===== config.mk =====
export PLATFORM = sky130hd
export DESIGN_NAME = uart_tx_mmio
export DESIGN_NICKNAME = d
export VERILOG_FILES = /design/src/rtl/uart_tx_mmio.sv
export SDC_FILE = /design/constraint.sdc
export NUM_CORES = 1
export LEC_CHECK = 0
export BUFFER_PORTS_ARGS = -buffer_cell sky130_fd_sc_hd__buf_2
export CAP_MARGIN = 20
export CORE_ASPECT_RATIO = 0.75
export CORE_UTILIZATION = 49
export DETAILED_ROUTE_END_ITERATION = 6
export GPL_ROUTABILITY_DRIVEN = 0
export GPL_TIMING_DRIVEN = 0
export PLACE_DENSITY = 0.79
export SLEW_MARGIN = 40
export SYNTH_ARGS = -nofsm -noshare
export SYNTH_HDL_FRONTEND = slang
export SYNTH_SLANG_ARGS = --single-unit

===== constraint.sdc =====
create_clock -name clk -period 3.63 [get_ports clk]
set_input_delay 0.5445 -clock clk [delete_from_list [all_inputs] [get_ports clk]]
set_output_delay 0.5445 -clock clk [all_outputs]
set_load 0.02 [all_outputs]

===== src/rtl/uart_tx_mmio.sv =====
// Memory-mapped UART transmitter: byte FIFO, 8N1 serializer, status word on the load mux.
// Define UART_TX_PARITY_EN to insert an even parity bit (8E1); status bit 4 then reads 1.
module uart_tx_mmio #(
  parameter int unsigned CLK_FREQ     = 50000000,
  parameter int unsigned BAUD         = 115200,
  parameter int unsigned DEPTH        = 4,
  parameter logic [31:0] TX_DATA_ADDR = 32'h0000_00F8,
  parameter logic [31:0] TX_STAT_ADDR = 32'h0000_00F4
) (
  input  logic        clk,
  input  logic        rst,
  input  logic        EN,
  input  logic [31:0] Address,
  input  logic [7:0]  RegData,
  input  logic [31:0] MemData,
  output logic [31:0] RegData_out,
  output logic        UART_TXD,
  output logic        busy
);

  localparam int unsigned Div  = CLK_FREQ / BAUD;
  localparam int unsigned CntW = (Div > 1) ? $clog2(Div) : 1;
  localparam int unsigned Aw   = $clog2(DEPTH);
`ifdef UART_TX_PARITY_EN
  localparam logic ParEn = 1'b1;
`else
  localparam logic ParEn = 1'b0;
`endif

  typedef enum logic [2:0] {StIdle, StStart, StData, StParity, StStop} state_e;

  state_e          state_q, state_d;
  logic [CntW-1:0] baud_q, baud_d;
  logic [2:0]      idx_q, idx_d;
  logic [7:0]      shift_q, shift_d;
  logic [7:0]      mem_q [DEPTH];
  logic [Aw-1:0]   wptr_q, wptr_d, rptr_q, rptr_d;
  logic [Aw:0]     count_q, count_d;
  logic            ovf_q, ovf_d;
  logic            empty, full, bit_end, pop, push_req, push_ok, clr_req;
`ifdef UART_TX_PARITY_EN
  logic            par_q, par_d;
`endif

  assign empty    = (count_q == '0);
  assign full     = (count_q == (Aw+1)'(DEPTH));
  assign bit_end  = (baud_q == CntW'(Div - 1));
  assign push_req = EN && (Address == TX_DATA_ADDR);
  assign clr_req  = EN && (Address == TX_STAT_ADDR) && RegData[0];
  // A full FIFO still accepts a push when the serializer pops on the same edge.
  assign push_ok  = push_req && (!full || pop);

  assign busy        = (state_q != StIdle) || !empty;
  assign RegData_out = (Address == TX_STAT_ADDR) ?
                       {27'b0, ParEn, ovf_q, empty, full, busy} : MemData;

  always_comb begin
    state_d  = state_q;
    idx_d    = idx_q;
    shift_d  = shift_q;
    pop      = 1'b0;
    UART_TXD = 1'b1;
    baud_d   = (state_q == StIdle || bit_end) ? '0 : baud_q + CntW'(1);
`ifdef UART_TX_PARITY_EN
    par_d    = par_q;
`endif
    unique case (state_q)
      StIdle: begin
        if (!empty) begin
          pop     = 1'b1;
          state_d = StStart;
        end
      end
      StStart: begin
        UART_TXD = 1'b0;
        if (bit_end) begin
          state_d = StData;
          idx_d   = '0;
        end
      end
      StData: begin
        UART_TXD = shift_q[0];
        if (bit_end) begin
          shift_d = shift_q >> 1;
          idx_d   = idx_q + 3'd1;
          if (idx_q == 3'd7) state_d = ParEn ? StParity : StStop;
        end
      end
`ifdef UART_TX_PARITY_EN
      StParity: begin
        UART_TXD = par_q;
        if (bit_end) state_d = StStop;
      end
`endif
      StStop: begin
        if (bit_end) begin
          if (!empty) begin
            pop     = 1'b1;
            state_d = StStart;
          end else begin
            state_d = StIdle;
          end
        end
      end
      default: state_d = StIdle;
    endcase

    if (pop) begin
      shift_d = mem_q[rptr_q];
`ifdef UART_TX_PARITY_EN
      par_d   = ^mem_q[rptr_q];
`endif
    end
  end

  always_comb begin
    wptr_d  = push_ok ? wptr_q + Aw'(1) : wptr_q;
    rptr_d  = pop ? rptr_q + Aw'(1) : rptr_q;
    count_d = count_q;
    if (push_ok && !pop) count_d = count_q + (Aw+1)'(1);
    if (!push_ok && pop) count_d = count_q - (Aw+1)'(1);
    ovf_d = ovf_q;
    if (clr_req) ovf_d = 1'b0;
    if (push_req && full && !pop) ovf_d = 1'b1;
  end

  always_ff @(posedge clk) begin
    if (!rst) begin
      state_q <= StIdle;
      baud_q  <= '0;
      idx_q   <= '0;
      shift_q <= '0;
      wptr_q  <= '0;
      rptr_q  <= '0;
      count_q <= '0;
      ovf_q   <= 1'b0;
`ifdef UART_TX_PARITY_EN
      par_q   <= 1'b0;
`endif
    end else begin
      state_q <= state_d;
      baud_q  <= baud_d;
      idx_q   <= idx_d;
      shift_q <= shift_d;
      wptr_q  <= wptr_d;
      rptr_q  <= rptr_d;
      count_q <= count_d;
      ovf_q   <= ovf_d;
`ifdef UART_TX_PARITY_EN
      par_q   <= par_d;
`endif
    end
  end

  always_ff @(posedge clk) begin
    if (rst && push_ok) mem_q[wptr_q] <= RegData;
  end

endmodule


==> impl_metrics.ini <==
[layout]
layout_commonest_cell = buf_2
layout_common_cells = 111 x buf_2, 33 x dfxtp_1, 32 x edfxtp_1
antennaDiodeCount = 0
drive_gt1_share_pct = 35.3
utilization_pct = 66.2
area_delta_synth_final_pct = 28.2
final_nets = 476

[timing]
period_minus_slack_ns = 3.13
rsz0062_at_grt = no
whs_ns = 0.409
tightest_slew_ns = 0.870
finalHoldViolCount = 0
max_slew_margin_pct = 41.5
setup_viol = 0
setup_tns_ns = 0
fmax_ghz = 0.319
maxSlewViolCount = 0
period_share_pct = 86.3
skew_ns = 0.00769
worst_slack_ns = 0.496

[yosys]
synthFlopType = dfxtp_1
synth_nets = 357
post-synth-top-area-cell = edfxtp_1
syn-cell-area_mm2 = 0.00304
synthArstFlopShare_pct = 0
yosysWarnings = 0
synth_area_leaders = edfxtp_1 32%, dfxtp_1 22%, nor2b_1 6.0%, mux4_2 5.9%, ha_1 3.3%
ys_ff_latch = 65
syn_inst = 273
yosysSeqAreaShare_pct = 53.4
yosysUniqueCellTypes = 45
synth_edf_count = 32
synth_area_per_cell_um2 = 11.1
yosysTopAreaCellShare_pct = 31.6

[route]
vias_per_cell = 5.09
routed-via-count = 2420
drt_pass1_iterations = 4
first_iter_violations = 141
detail-route-antenna-nets = 0
drc = 0
wl_per_cell_um = 13.6
totalWireLength_um = 6480

[setup_path]
worstPathArrival_ns = 2.59
r2r_start = baud_q[0]
cp_data_required_time_ns = 3.09
worst_setup_path_start_kind = input pin
reg2reg_slack_ns = 0.53
startpoint = Address[18]
cp_max_fo = 10
criticalPathCategory = in -> out
ff2ff_path_depth = 10
reg2reg_to = count_q[2]
critPathCaptureType = output pin

[floorplan]
rows = 24
ioPinCount = 109
start_util_pct = 51.6
die_area_mm2 = 0.00652
die_h_um = 70.2
core_mm2 = 0.00589
fp.dieW_um = 92.9

[worst_hold_path]
hp-class = in -> reg
hold_depth = 1
whs_endpoint = mem_q[0][3]
worstHoldStart = RegData[3]

[outcome]
status = finished clean

[grt]
grt_pass1_wl_um = 10500
grt_pass1_vias = 2308
grt-ovfl-total = 0
grt_use_total_pct = 20.8
grt_max_degree = 13
grt_antenna_before_repair = 0

[placement]
portBuffers = 108
dpl_worst_slack_ns = 0.470
place_hpwl_um = 4850

[clock_tree]
cts_root_buffer = clkbuf_8
cts_resized = 0
clk_pin_slew_ns = 0.07
hold_buffers = 0
htreeDepth = 3
clkSinkCount = 65
clk_latency_ns = 0.34
cts_buffers = 9
tritoncts = done
postCtsSetupRepairBufs = 0
clk_path_buf_depth = 2

[pwr]
p_per_area_mw_per_mm2 = 422
leakagePower_uw = 0.00150
vdd.ir_drop.worst_mv = 0.352
p_total_uw = 1650

[flow_run]
drv_cap = 0
-- area by class of cell --
cell class	instances	area [µm²]
Timing Repair Buffer	108	541
Sequential cell	65	1620
Clock buffer	9	124
Fill cell	474	1990
Multi-Input combinational cell	186	1330
Clock inverter	7	95.1
Inverter	11	41.3
Buffer	11	45.0
Tap cell	78	97.6
-- metrics by stage --
stage	instance area [µm²]	cells
2_1_floorplan	3040	273
3_3_place_gp	3680	459
3_5_place_dp	3680	459
4_1_cts	3890	475
5_1_grt	3890	475
6_report	3890	475
-- registers in the layout, indices dropped and copies added, names as in the netlist, named ones only --
signal and count:
count_q 3, wptr_q 2, mem_q 32, idx_q 3
state_q 3, ovf_q 1, shift_q 8, baud_q 9
rptr_q 2
-- routing by layer --
layer	wire [µm]	vias to the layer above	global-route usage (%)
met5	0	-	0
met2	3090	80	33.1
met4	70	0	4.62
li1	-	1224	-
met3	395	13	7.41
met1	2920	1103	27.3
-- worst max path at each step --
stage	end	slack [ns]	cells past startpoint
3_5_place_dp	RegData_out[0]	0.47	8
3_3_place_gp	RegData_out[0]	0.55	8
4_1_cts	RegData_out[0]	0.47	8
6_report	RegData_out[0]	0.50	8
5_1_grt	RegData_out[0]	0.22	8
2_1_floorplan	RegData_out[0]	0.88	6
-- cell families (layout without fill, tap and decap cells) --
| family | after synthesis | count (layout) | synth area share, % |
|---|---|---|---|
| simple gates | 115 | 115 | 20.8 |
| flops | 65 | 65 | 53.4 |
| compound gates | 36 | 36 | 7.46 |
| buf+inv | 22 | 146 | 2.84 |
| mux | 17 | 17 | 9.02 |
| fa+ha+maj | 9 | 9 | 3.95 |
| xor+xnor | 9 | 9 | 2.59 |
-- power breakdown --
part	switching, µW	leakage (µW)	internal (µW)
logic	108	0.000842	87.9
clock network	279	0.000109	386
registers	6.42	0.000553	778
total	393	0.00150	1250
-- critical path, cell delays in order --
cell and delay [ns]:
buf_2 0.10, nor4_1 0.28, nand4_1 0.22, nor4_2 0.67, clkbuf_1 0.38, nor2_1 0.07, a31oi_1 0.14, buf_2 0.18
-- cell usage after synthesis, types with 2 or more instances --
library cell  number
a21oi_1           11
a22oi_1            8
a31oi_1            6
and2_1             4
and3_1             3
buf_2              3
clkbuf_1           7
dfxtp_1           33
edfxtp_1          32
ha_1               8
inv_1             10
mux2_2             3
mux2i_1            6
mux4_2             8
nand2_1           20
nand2b_1           3
nand3_1            4
nand3b_1           2
nand4_1            4
nor2_1            22
nor2b_1           29
nor3_1             5
nor4_1             7
nor4b_1            2
o21ai_0            4
or3_1              3
xnor2_1            5
xor2_1             4
Power figures use the tool's default switching activity.
